`src/rtl/bnn_layer_seq.sv`:
```
// Time-multiplexed binary neural-network layer.
// Holds one IN_W-bit weight and one CNT_W-bit threshold per neuron. These are
// loaded over a narrow beat stream. Neurons are evaluated one per cycle with
// XNOR-popcount-threshold, and the activation vector is returned over a
// valid/ready output.
//
// Handshake rule, used by every port pair here: a transfer happens on a rising
// edge where valid && ready are both high. ready never depends on valid. A
// producer keeps its payload stable while valid is high and not yet accepted.
module bnn_layer_seq #(
    parameter int IN_W        = 8,
    parameter int NUM_NEURONS = 8,
    parameter int LOAD_W      = 4,
    parameter int CNT_W       = $clog2(IN_W + 1),
    parameter int BEATS       = (IN_W + CNT_W + LOAD_W - 1) / LOAD_W
) (
    input  logic                   clk,
    input  logic                   reset,
    input  logic                   load_valid,
    input  logic [LOAD_W-1:0]      load_data,
    output logic                   load_ready,
    output logic                   load_done,
    input  logic                   in_valid,
    input  logic [IN_W-1:0]        in_data,
    output logic                   in_ready,
    output logic                   out_valid,
    output logic [NUM_NEURONS-1:0] out_data,
    input  logic                   out_ready,
    output logic                   busy,
    output logic [1:0]             state_dbg
);

    localparam int BC_W  = (BEATS > 1) ? $clog2(BEATS) : 1;
    localparam int PTR_W = (NUM_NEURONS > 1) ? $clog2(NUM_NEURONS) : 1;
    localparam int REC_W = BEATS * LOAD_W;

    typedef enum logic [1:0] {
        S_IDLE = 2'd0,
        S_EVAL = 2'd1,
        S_OUT  = 2'd2
    } state_t;

    state_t             state;
    logic [IN_W-1:0]    weight_mem [NUM_NEURONS];
    logic [CNT_W-1:0]   thr_mem    [NUM_NEURONS];
    logic [BC_W-1:0]    beat_cnt;
    logic [PTR_W-1:0]   ld_ptr;
    logic [REC_W-1:0]   rec_buf;
    logic [REC_W-1:0]   full_rec;
    logic [IN_W-1:0]    x_reg;
    logic [PTR_W-1:0]   idx;
    logic [IN_W-1:0]    xn;
    logic [CNT_W-1:0]   pc;
    logic               fire;
    logic               load_fire;
    logic               in_fire;
    logic               last_beat;
    logic               last_neuron;
    logic               load_in_progress;

    // Ready/status flags decode only the state register and load counters.
    always_comb begin
        load_in_progress = (beat_cnt != '0) || (ld_ptr != '0);
        load_ready       = (state == S_IDLE);
        in_ready         = (state == S_IDLE) && !load_in_progress;
        out_valid        = (state == S_OUT);
        busy             = (state == S_EVAL) || (state == S_OUT);
        state_dbg        = state;
        load_fire        = load_valid && load_ready;
        in_fire          = in_valid && in_ready;
        last_beat        = (beat_cnt == BC_W'(BEATS - 1));
        last_neuron      = (ld_ptr == PTR_W'(NUM_NEURONS - 1));
    end

    // Merge the incoming beat into the partially collected record.
    always_comb begin
        full_rec = rec_buf;
        for (int b = 0; b < BEATS; b++) begin
            if (beat_cnt == BC_W'(b)) begin
                full_rec[b*LOAD_W +: LOAD_W] = load_data;
            end
        end
    end

    // Collect load beats. On the final beat of a record, write the neuron
    // storage and advance the pointer.
    always_ff @(posedge clk or posedge reset) begin
        if (reset) begin
            beat_cnt  <= '0;
            ld_ptr    <= '0;
            rec_buf   <= '0;
            load_done <= 1'b0;
            for (int n = 0; n < NUM_NEURONS; n++) begin
                weight_mem[n] <= '0;
                thr_mem[n]    <= '0;
            end
        end else begin
            load_done <= load_fire && last_beat && last_neuron;
            if (load_fire) begin
                if (last_beat) begin
                    beat_cnt           <= '0;
                    rec_buf            <= '0;
                    weight_mem[ld_ptr] <= full_rec[IN_W-1:0];
                    thr_mem[ld_ptr]    <= full_rec[IN_W +: CNT_W];
                    ld_ptr             <= last_neuron ? '0 : ld_ptr + 1'b1;
                end else begin
                    beat_cnt <= beat_cnt + 1'b1;
                    rec_buf  <= full_rec;
                end
            end
        end
    end

    // XNOR-popcount of the latched input against the current neuron's weight.
    // The popcount is compared unsigned at CNT_W bits. A threshold of 0
    // therefore always fires, and one above IN_W never fires.
    always_comb begin
        xn = ~(x_reg ^ weight_mem[idx]);
        pc = '0;
        for (int i = 0; i < IN_W; i++) begin
            pc = pc + CNT_W'(xn[i]);
        end
        fire = (pc >= thr_mem[idx]);
    end

    // Control FSM: accept an input, sweep the neurons, hold the result until taken.
    always_ff @(posedge clk or posedge reset) begin
        if (reset) begin
            state    <= S_IDLE;
            x_reg    <= '0;
            idx      <= '0;
            out_data <= '0;
        end else begin
            case (state)
                S_IDLE: begin
                    if (in_fire) begin
                        x_reg <= in_data;
                        idx   <= '0;
                        state <= S_EVAL;
                    end
                end
                S_EVAL: begin
                    out_data[idx] <= fire;
                    if (idx == PTR_W'(NUM_NEURONS - 1)) begin
                        idx   <= '0;
                        state <= S_OUT;
                    end else begin
                        idx <= idx + 1'b1;
                    end
                end
                S_OUT: begin
                    if (out_ready) begin
                        state <= S_IDLE;
                    end
                end
                default: state <= S_IDLE;
            endcase
        end
    end

endmodule

```
`config.mk`:
```
export PLATFORM = sky130hd
export DESIGN_NAME = bnn_layer_seq
export DESIGN_NICKNAME = d
export VERILOG_FILES = /design/src/rtl/bnn_layer_seq.sv
export SDC_FILE = /design/constraint.sdc
export NUM_CORES = 1
export LEC_CHECK = 0
export ABC_AREA = 1
export CORE_MARGIN = 3
export CORE_UTILIZATION = 59
export DETAILED_ROUTE_END_ITERATION = 7
export GPL_ROUTABILITY_DRIVEN = 0
export PLACE_DENSITY = 0.78
export RECOVER_POWER = 25
export SYNTH_ARGS = -nofsm -noshare
export SYNTH_HDL_FRONTEND = slang
export SYNTH_SLANG_ARGS = --single-unit
```
`constraint.sdc`:
```
create_clock -name clk -period 5.4 [get_ports clk]
set_input_delay 1.08 -clock clk [delete_from_list [all_inputs] [get_ports clk]]
set_output_delay 1.08 -clock clk [all_outputs]
set_load 0.005 [all_outputs]
```
==> flow_summary_export.csv, run 1 <==
group,metric,value,unit
logic_synthesis,syn_area_per_cell,7.83,µm²
clock_network,cts-hold-fix-buffers,0,
timing,final-setup-viol-count,0,
global_route,grt_pass1_vias,5832,
worst_setup_path,critical_path_peak_fanout,9,
final_layout,multi_input_area,2760,µm²
logic_synthesis,synth_seq_cells,135,
floorplanning,row_count,38,
hold_path,hp-class,"reg2reg",
clock_network,clock_tree.htree_level_count,4,
global_route,grt_start_max_net_pins,82,
worst_setup_path,timing.critical_path.from_type,"flip-flop",
timing,worst_clock_skew,0.00735,ns
final_layout,mostFrequentLayoutCells,"sky130_fd_sc_hd__nand2_1, sky130_fd_sc_hd__dfrtp_1, sky130_fd_sc_hd__inv_1",
floorplanning,top_level_ports,32,
clock_network,clkTransAtPathRegs,0.06,ns
routing,drtAntennaViolNets,0,
power,p_per_area,756,nW/µm²
routing,drt_iter0_drc,556,
routing,avgRoutedWirePerCell,16.4,µm
global_route,globalRouteOverflowTotal,0,
logic_synthesis,post_synth_instance_area,6770,µm²
timing,final-hold-violation-count,0,
timing,timing.final.crit_period,4.78,ns
floorplanning,design.die.area,12800,µm²
logic_synthesis,synth_top_cells_by_area,"sky130_fd_sc_hd__dfrtp_1, sky130_fd_sc_hd__nand2_1, sky130_fd_sc_hd__o21ai_0",
final_layout,seqCellArea,3380,µm²
global_route,initial_antenna_violation_count,0,
clock_network,clockRootBuffer,"sky130_fd_sc_hd__clkbuf_16",
final_layout,largest_register_ffs,64,
timing,finalMaxSlewViolations,82,
floorplanning,die_width,113,µm
final_layout,antenna_cells_inserted,0,
logic_synthesis,yosys.cell_types.count,26,
worst_setup_path,crit_arrival,5.14,ns
logic_synthesis,yosysSeqAreaShare,0.499,
timing,rsz0062_at_grt,"false",
routing,via_count,5847,
clock_network,clock_path_buffers,2,
worst_setup_path,worst-endpoint-required,5.76,ns
floorplanning,effective_utilization_at_floorplan,0.614,
floorplanning,floorplan.core_area,11000,µm²
worst_setup_path,critical_path.endpoint_type,"flip-flop",
placement,hpwlAfterDp,11300,µm
power,peakVddDrop,0.753,mV
routing,viasPerCell,5.60,
final_layout,fin_nets,927,
timing,maxClockFrequency,209,MHz
final_layout,drive_above_1_share,0.0653,
clock_network,number_of_buffers_inserted_during_clock_tree_synthesis,17,
clock_network,clock_latency,0.42,ns
logic_synthesis,warnings_synthesis,0,
timing,period_share,0.885,
global_route,grt_pass1_wl,28300,µm
final_layout,area_growth_syn_to_layout,14.8,%
routing,route.final.wire_length,17200,µm
placement,pre_cts_ws,0.682,ns
power,p_total,5870,µW
clock_network,cts.sinks,135,
worst_setup_path,criticalPathCategory,"reg2reg",
clock_network,post_cts.resized_instances,0,
logic_synthesis,share_of_the_synthesized_area_in_the_top_cell_type,0.499,
timing,final_critical_path_setup_slack,0.619,ns
timing,worst_slew_margin_rel,-1.06,
logic_synthesis,postSynthCellCount,864,
clock_network,cts.repair_timing.setup_buffer_count,0,
power,power_leakage,0.00381,µW
placement,port_buffers,31,
final_layout,leading_cell_type_in_the_layout_fill_and_taps_excluded,"sky130_fd_sc_hd__nand2_1",
timing,totalNegativeSetupSlack,0,ns
clock_network,cts_tree,"done",
flow_run,max_cap_violations,1,
routing,1st_pass_router_iterations,5,
run_status,outcome,"finished, violations left",
final_layout,regMostFlops,"weight_mem",
routing,remaining_drc_errors,0,
global_route,globalRouteTotalUtil,0.285,
final_layout,filler_cell_count,871,
run_status,violations,"max-capacitance violations, max-slew violations",
logic_synthesis,synthDominantAreaCellType,"sky130_fd_sc_hd__dfrtp_1",
floorplanning,floorplan.die.height,113,µm
logic_synthesis,postSynthNetCount,900,
final_layout,reg.largest.list,"weight_mem (64), thr_mem (32), rec_buf (12)",
timing,worstMarginPinSlew,3.09,ns
==> per-stage QoR <==
stage | cells | utilization | area, µm² | hold WS [ns]
floorplan | 864 | - | 6770 | 0.442
global placement | 1012 | 0.650 | 7170 | 0.458
detailed placement | 1012 | 0.650 | 7170 | 0.464
CTS | 1044 | 0.706 | 7790 | 0.479
global route | 1044 | 0.705 | 7770 | 0.504
finish | 1044 | 0.705 | 7770 | 0.484
==> cells in the mapped netlist, drive strengths merged <==
master and number:
nand2 247, dfrtp 135, inv 119, o21ai 115
nor2 92, a21oi 53, nand3 29, buf 25
ha 15, o211ai 10, clkbuf 8, fa 4
nor3 4, o22ai 3, nand4 2, and3 1
or2 1, xnor2 1
==> metal layers <==
layer	vias to the layer above	wire length (µm)	track usage
li1	2773	-	-
met1	2805	7490	0.378
met2	223	8130	0.451
met3	46	1100	0.0652
met4	0	459	0.123
met5	-	0	0
==> report_power, final <==
part           total (µW)  switching, µW  internal, µW
Clock                1230            445           787
Sequential           1580            197          1380
Combinational        3060           1960          1100
Total                5870           2600          3280
==> cell families after synthesis <==
kind of cell,Yosys count,share of synthesized area
and+or+nand+nor,376,0.229
AOI/OAI and AO/OA,181,0.140
buffers and inverters,152,0.0908
DFF,135,0.499
adders and majority gates,19,0.0396
xor gates and xnor gates,1,0.00129
==> critical path: stages, from the launching register on <==
cell and delay (ns):
sky130_fd_sc_hd__dfrtp_1 0.45, sky130_fd_sc_hd__inv_1 0.17, sky130_fd_sc_hd__nor2_2 0.04, sky130_fd_sc_hd__buf_4 0.18
sky130_fd_sc_hd__o211ai_1 0.09, sky130_fd_sc_hd__nand2_1 0.09, sky130_fd_sc_hd__o21ai_0 0.14, sky130_fd_sc_hd__nand2_1 0.10
sky130_fd_sc_hd__fa_1 0.54, sky130_fd_sc_hd__inv_1 0.05, sky130_fd_sc_hd__fa_1 0.52, sky130_fd_sc_hd__fa_1 0.49
sky130_fd_sc_hd__inv_1 0.07, sky130_fd_sc_hd__ha_1 0.15, sky130_fd_sc_hd__inv_1 0.06, sky130_fd_sc_hd__fa_1 0.38
sky130_fd_sc_hd__xnor2_1 0.16, sky130_fd_sc_hd__ha_1 0.30, sky130_fd_sc_hd__nand2_1 0.05, sky130_fd_sc_hd__o21ai_1 0.47
sky130_fd_sc_hd__nand2_1 0.14, sky130_fd_sc_hd__nand2_1 0.09
==> path summary, 6_finish.rpt <==
check	start	to	slack [ns]	depth (start not counted)
setup / recovery	idx[1]$_DFFE_PP0P_	out_data[4]$_DFFE_PP0P_	0.62	21
hold / removal	weight_mem[10]$_DFFE_PP0P_	weight_mem[10]$_DFFE_PP0P_	0.48	2
setup reg to reg	idx[1]$_DFFE_PP0P_	out_data[4]$_DFFE_PP0P_	0.62	21
hold reg to reg	weight_mem[10]$_DFFE_PP0P_	weight_mem[10]$_DFFE_PP0P_	0.48	2
max in group asynchronous	reset	thr_mem[13]$_DFFE_PP0P_	1.41	2
min in group asynchronous	reset	rec_buf[0]$_DFFE_PP0P_	2.21	2
==> layout make-up <==
cell class              count  share of cell area
clock inverters            11              0.0225
flip-flops and latches    135               0.435
repair buffers             41              0.0496
inverters                 119              0.0575
multi-input cells         577               0.355
clock buffers              21              0.0579
well taps                 140              0.0225
Note: power is estimated with default switching activity, not from simulation.
==> inputs of run 2 (changes only) <==
CORE_MARGIN = 5   (was 3)
PLACE_DENSITY = default   (was 0.78)
PLACE_DENSITY_LB_ADDON = 0.1   (was default)
==> run 2 against run 1 <==
Against the previous run:
- combinational power down 3%
- fmax down 1.1%
- global-route usage down 2.0 points
- wire length down 3.4%
- sequential share of layout area about the same
- critical endpoint is now out_data[0]$_DFFE_PP0P_
- critical path depth unchanged
- the flow still finishes with violations (max-capacitance violations, max-slew violations)
==> flow_summary_export.csv, run 2 (same netlist as run 1, synthesis figures left out) <==
group,metric,value,unit
run_status,outcome,"finished, violations left",
run_status,violations,"max-capacitance violations, max-slew violations",
clock_network,clock_tree.htree_level_count,4,
routing,remaining_drc_errors,0,
routing,via_count,5738,
routing,drt_iter0_drc,496,
routing,drtAntennaViolNets,0,
worst_setup_path,critical_path_peak_fanout,12,
final_layout,finish.cell_count_without_fillers,1046,
final_layout,seqCellArea,3380,µm²
hold_path,hp-class,"reg2reg",
routing,avgRoutedWirePerCell,15.9,µm
floorplanning,floorplan.core_area,11300,µm²
worst_setup_path,timing.critical_path.from_type,"flip-flop",
timing,finalMaxSlewViolations,77,
final_layout,leading_cell_type_in_the_layout_fill_and_taps_excluded,"sky130_fd_sc_hd__nand2_1",
global_route,initial_antenna_violation_count,1,
clock_network,clock_latency,0.43,ns
final_layout,filler_cell_count,942,
clock_network,clock_path_buffers,2,
final_layout,drive_above_1_share,0.0620,
worst_setup_path,ordered_cell_list_for_the_critical_path,"nand2_1 -> inv_1 -> o211ai_1 -> nand2_1 -> nor2_1 -> nand2_1 -> nand2_1 -> fa_1 -> inv_1 -> fa_1 -> fa_1 -> inv_1 -> ha_1 -> inv_1 -> fa_1 -> inv_1 -> ha_1 -> a21oi_1 -> o21ai_1 -> nand2_1 -> nand2_1",
final_layout,multi_input_area,2760,µm²
final_layout,largest_register_ffs,64,
floorplanning,top_level_ports,32,
global_route,grt_pass1_wl,27400,µm
global_route,globalRouteOverflowTotal,0,
flow_run,max_cap_violations,1,
timing,totalNegativeSetupSlack,0,ns
clock_network,clockRootBuffer,"sky130_fd_sc_hd__clkbuf_16",
clock_network,cts-hold-fix-buffers,0,
final_layout,fin_nets,926,
placement,pre_cts_ws,0.558,ns
power,power_leakage,0.00381,µW
worst_setup_path,timing.critical_path.slowest_stage_cell,"sky130_fd_sc_hd__fa_1",
timing,rsz0062_at_grt,"false",
worst_setup_path,criticalPathCategory,"reg2reg",
clock_network,number_of_buffers_inserted_during_clock_tree_synthesis,17,
timing,period_share,0.896,
timing,maxClockFrequency,207,MHz
placement,hpwlAfterDp,11200,µm
worst_setup_path,cp_slowest_stage_delay,0.56,ns
worst_setup_path,cp_common_cell,"sky130_fd_sc_hd__nand2_1",
power,p_per_area,742,nW/µm²
floorplanning,effective_utilization_at_floorplan,0.598,
routing,route.final.wire_length,16600,µm
timing,final-setup-viol-count,0,
floorplanning,design.die.area,13700,µm²
clock_network,cts_tree,"done",
global_route,grt_pass1_vias,5553,
worst_setup_path,critical_path.endpoint_type,"flip-flop",
floorplanning,row_count,39,
floorplanning,die_width,117,µm
final_layout,reg.largest.list,"weight_mem (64), thr_mem (32), rec_buf (12)",
final_layout,antenna_cells_inserted,0,
power,peakVddDrop,0.569,mV
worst_setup_path,worst-endpoint-required,5.76,ns
routing,1st_pass_router_iterations,5,
clock_network,cts.sinks,135,
placement,cell_count_after_placement,1014,
final_layout,mostFrequentLayoutCells,"sky130_fd_sc_hd__nand2_1, sky130_fd_sc_hd__dfrtp_1, sky130_fd_sc_hd__inv_1",
placement,port_buffers,31,
timing,final-hold-violation-count,0,
power,p_total,5760,µW
clock_network,cts.repair_timing.setup_buffer_count,0,
timing,timing.final.crit_period,4.84,ns
clock_network,clkTransAtPathRegs,0.06,ns
worst_setup_path,crit_arrival,5.20,ns
timing,final_critical_path_setup_slack,0.564,ns
timing,worst_slew_margin_rel,-0.944,
floorplanning,floorplan.die.height,117,µm
final_layout,regMostFlops,"weight_mem",
timing,worst_clock_skew,0.00727,ns
clock_network,post_cts.resized_instances,0,
timing,worstMarginPinSlew,2.91,ns
global_route,grt_start_max_net_pins,77,
global_route,globalRouteTotalUtil,0.265,
final_layout,area_growth_syn_to_layout,14.7,%
routing,viasPerCell,5.49,
-- run 2: area by class of cell --
type | count | share of cell area
Sequential cell | 135 | 0.435
Tap cell | 143 | 0.0230
Clock buffer | 24 | 0.0620
Clock inverter | 8 | 0.0185
Timing Repair Buffer | 40 | 0.0482
Multi-Input combinational cell | 577 | 0.356
Inverter | 119 | 0.0575
-- run 2: power by group --
group	total, µW	switching, µW	internal, µW	leakage (µW)
registers	1580	198	1390	0.00154
logic	2960	1890	1070	0.00196
clock network	1220	413	807	0.000308
total	5760	2500	3260	0.00381
-- run 2: final timing paths --
path,endpoint,slack [ns],depth (start not counted),start
max in group asynchronous,idx[0]$_DFFE_PP0P_,1.38,2,reset
worst min-delay path,weight_mem[11]$_DFFE_PP0P_,0.48,2,weight_mem[11]$_DFFE_PP0P_
min in group asynchronous,rec_buf[0]$_DFFE_PP0P_,2.15,2,reset
worst max register to register,out_data[0]$_DFFE_PP0P_,0.56,21,idx[2]$_DFFE_PP0P_
worst min register to register,weight_mem[11]$_DFFE_PP0P_,0.48,2,weight_mem[11]$_DFFE_PP0P_
worst max-delay path,out_data[0]$_DFFE_PP0P_,0.56,21,idx[2]$_DFFE_PP0P_
-- run 2: metrics by stage --
step	area, µm²	utilization	hold slack [ns]
floorplan	6770	-	0.442
global placement	7160	0.633	0.461
detailed placement	7160	0.633	0.460
CTS	7790	0.688	0.474
global route	7770	0.686	0.503
finish	7770	0.686	0.477
-- run 2: worst max-delay path, delay by kind of cell, from the launching register on --
family	cells	cell delay [ns]
adder cells (fa/ha/maj)	6	2.46
AO/OA/AOI/OAI	3	0.68
AND/OR/NAND/NOR	7	0.61
buffers and inverters	5	0.56
flip-flops	1	0.46
-- run 2: metal layers --
| metal | global-route usage | share of wire | routed length (µm) |
|---|---|---|---|
| met3 | 0.0612 | 0.068 | 1120 |
| met1 | 0.363 | 0.44 | 7290 |
| met2 | 0.411 | 0.47 | 7790 |
| met4 | 0.104 | 0.024 | 393 |
| met5 | 0 | 0 | 0 |
==> inputs of run 3 (changes only) <==
CORE_MARGIN = 2   (was 5)
CORE_UTILIZATION = 45   (was 59)
==> run 3 against run 2 <==
Against the previous run:
- the flow still finishes with violations (max-capacitance violations, max-slew violations)
- count of clock-buffer cells in the layout decreased by 1
- sequential power about the same
- register-to-register slack got worse by 0.095 ns
- clock power is 5% higher
- global-route usage fell by 4.0 points
- non-clock buffer count down 3
- combinational power is essentially flat
- cell area up 1.2%
- power is 0.92% higher
- critical endpoint is now out_data[2]$_DFFE_PP0P_
- largest cell class unchanged
- highest routed layer unchanged
==> flow_summary_export.csv, run 3 (same netlist as run 1, synthesis figures left out) <==
group,metric,value,unit
clock_network,cts_tree,"done",
final_layout,finish.cell_count_without_fillers,1083,
final_layout,mostFrequentLayoutCells,"sky130_fd_sc_hd__nand2_1, sky130_fd_sc_hd__dfrtp_1, sky130_fd_sc_hd__inv_1",
clock_network,cts-hold-fix-buffers,0,
timing,timing.final.crit_period,4.93,ns
clock_network,number_of_buffers_inserted_during_clock_tree_synthesis,17,
clock_network,cts.sinks,135,
timing,rsz0062_at_grt,"false",
timing,totalNegativeSetupSlack,0,ns
worst_setup_path,ordered_cell_list_for_the_critical_path,"buf_12 -> nand2_1 -> o211ai_1 -> nand2_1 -> o21ai_0 -> nand2_1 -> fa_1 -> inv_1 -> fa_1 -> fa_1 -> inv_1 -> ha_1 -> inv_1 -> fa_1 -> inv_1 -> ha_1 -> a21oi_1 -> o21ai_1 -> nand2_1 -> nand2_1",
placement,pre_cts_ws,0.435,ns
run_status,violations,"max-capacitance violations, max-slew violations",
clock_network,clock_path_buffers,2,
global_route,globalRouteOverflowTotal,0,
worst_setup_path,cp_slowest_stage_delay,0.66,ns
routing,avgRoutedWirePerCell,15.8,µm
timing,worstMarginPinSlew,3.29,ns
final_layout,fin_nets,923,
floorplanning,die_width,127,µm
worst_setup_path,cp_common_cell,"sky130_fd_sc_hd__nand2_1",
routing,remaining_drc_errors,0,
clock_network,clock_tree.htree_level_count,4,
power,p_per_area,740,nW/µm²
worst_setup_path,crit_arrival,5.29,ns
floorplanning,top_level_ports,32,
floorplanning,design.die.area,16000,µm²
timing,finalMaxSlewViolations,72,
final_layout,reg.largest.list,"weight_mem (64), thr_mem (32), rec_buf (12)",
placement,port_buffers,31,
global_route,grt_pass1_wl,27800,µm
worst_setup_path,criticalPathCategory,"reg2reg",
clock_network,clkTransAtPathRegs,0.06,ns
global_route,grt_start_max_net_pins,73,
flow_run,max_cap_violations,1,
power,power_leakage,0.00382,µW
clock_network,post_cts.resized_instances,0,
timing,final-setup-viol-count,0,
worst_setup_path,timing.critical_path.slowest_stage_cell,"sky130_fd_sc_hd__dfrtp_2",
floorplanning,row_count,44,
timing,maxClockFrequency,203,MHz
floorplanning,floorplan.die.height,127,µm
final_layout,area_growth_syn_to_layout,16.1,%
clock_network,cts.repair_timing.setup_buffer_count,0,
routing,route.final.wire_length,17100,µm
placement,cell_count_after_placement,1052,
timing,worst_slew_margin_rel,-1.21,
timing,worst_clock_skew,0.00564,ns
global_route,grt_pass1_vias,5490,
clock_network,clock_latency,0.42,ns
final_layout,antenna_cells_inserted,0,
routing,viasPerCell,5.18,
worst_setup_path,worst-endpoint-required,5.76,ns
timing,period_share,0.913,
clock_network,clockRootBuffer,"sky130_fd_sc_hd__clkbuf_16",
final_layout,leading_cell_type_in_the_layout_fill_and_taps_excluded,"sky130_fd_sc_hd__nand2_1",
final_layout,filler_cell_count,1390,
floorplanning,floorplan.core_area,14600,µm²
final_layout,drive_above_1_share,0.0634,
worst_setup_path,timing.critical_path.from_type,"flip-flop",
floorplanning,effective_utilization_at_floorplan,0.464,
routing,drt_iter0_drc,497,
timing,final_critical_path_setup_slack,0.468,ns
worst_setup_path,critical_path_peak_fanout,41,
global_route,globalRouteTotalUtil,0.225,
placement,hpwlAfterDp,11700,µm
routing,via_count,5612,
final_layout,largest_register_ffs,64,
timing,final-hold-violation-count,0,
global_route,initial_antenna_violation_count,0,
hold_path,hp-class,"reg2reg",
final_layout,regMostFlops,"weight_mem",
power,peakVddDrop,0.616,mV
worst_setup_path,critical_path.endpoint_type,"flip-flop",
routing,1st_pass_router_iterations,5,
routing,drtAntennaViolNets,0,
run_status,outcome,"finished, violations left",
run 3: final timing paths:
kind	startpoint	to	slack, ns	cells after the start
worst min-delay path	weight_mem[9]$_DFFE_PP0P_	weight_mem[9]$_DFFE_PP0P_	0.47	2
worst max register to register	idx[0]$_DFFE_PP0P_	out_data[2]$_DFFE_PP0P_	0.47	20
worst max-delay path	idx[0]$_DFFE_PP0P_	out_data[2]$_DFFE_PP0P_	0.47	20
min in group asynchronous	reset	rec_buf[11]$_DFFE_PP0P_	2.07	2
worst min register to register	weight_mem[9]$_DFFE_PP0P_	weight_mem[9]$_DFFE_PP0P_	0.47	2
max in group asynchronous	reset	idx[0]$_DFFE_PP0P_	1.65	2
run 3: metal layers:
metal | vias up | GRT usage | part of all wire | wire length [µm]
li1 | 2765 | - | - | -
met1 | 2698 | 0.290 | 0.45 | 7650
met2 | 120 | 0.374 | 0.49 | 8320
met3 | 29 | 0.0502 | 0.042 | 715
met4 | 0 | 0.0827 | 0.023 | 393
met5 | - | 0 | 0 | 0
run 3: through the flow:
step / total power, µW / hold slack [ns] / area (µm²) / util
floorplan: 3750 / 0.442 / 6770 / -
detailed placement: 4550 / 0.459 / 7220 / 0.495
CTS: 5870 / 0.472 / 7870 / 0.540
global placement: 4440 / 0.456 / 7220 / 0.495
finish: 5810 / 0.472 / 7860 / 0.539
global route: 6420 / 0.500 / 7860 / 0.539
run 3: layout make-up:
| cell class | instances | area, µm² | area share |
|---|---|---|---|
| Clock buffer | 23 | 488 | 0.0621 |
| Clock inverter | 8 | 168 | 0.0213 |
| Inverter | 119 | 448 | 0.0570 |
| Multi-Input combinational cell | 577 | 2760 | 0.352 |
| Sequential cell | 135 | 3380 | 0.430 |
| Tap cell | 184 | 230 | 0.0293 |
| Timing Repair Buffer | 37 | 380 | 0.0484 |
run 3: critical path, delay by kind of cell, from the launching register on:
family,cells,cell delay [ns]
AOI/OAI and AO/OA,4,0.79
adders and majority gates,6,2.45
buffers and inverters,5,0.50
DFF,1,0.66
and+or+nand+nor,5,0.46
run 3: where the power goes:
group,internal [µW],switching (µW)
Sequential,1380,198
Combinational,1080,1870
Clock,864,419
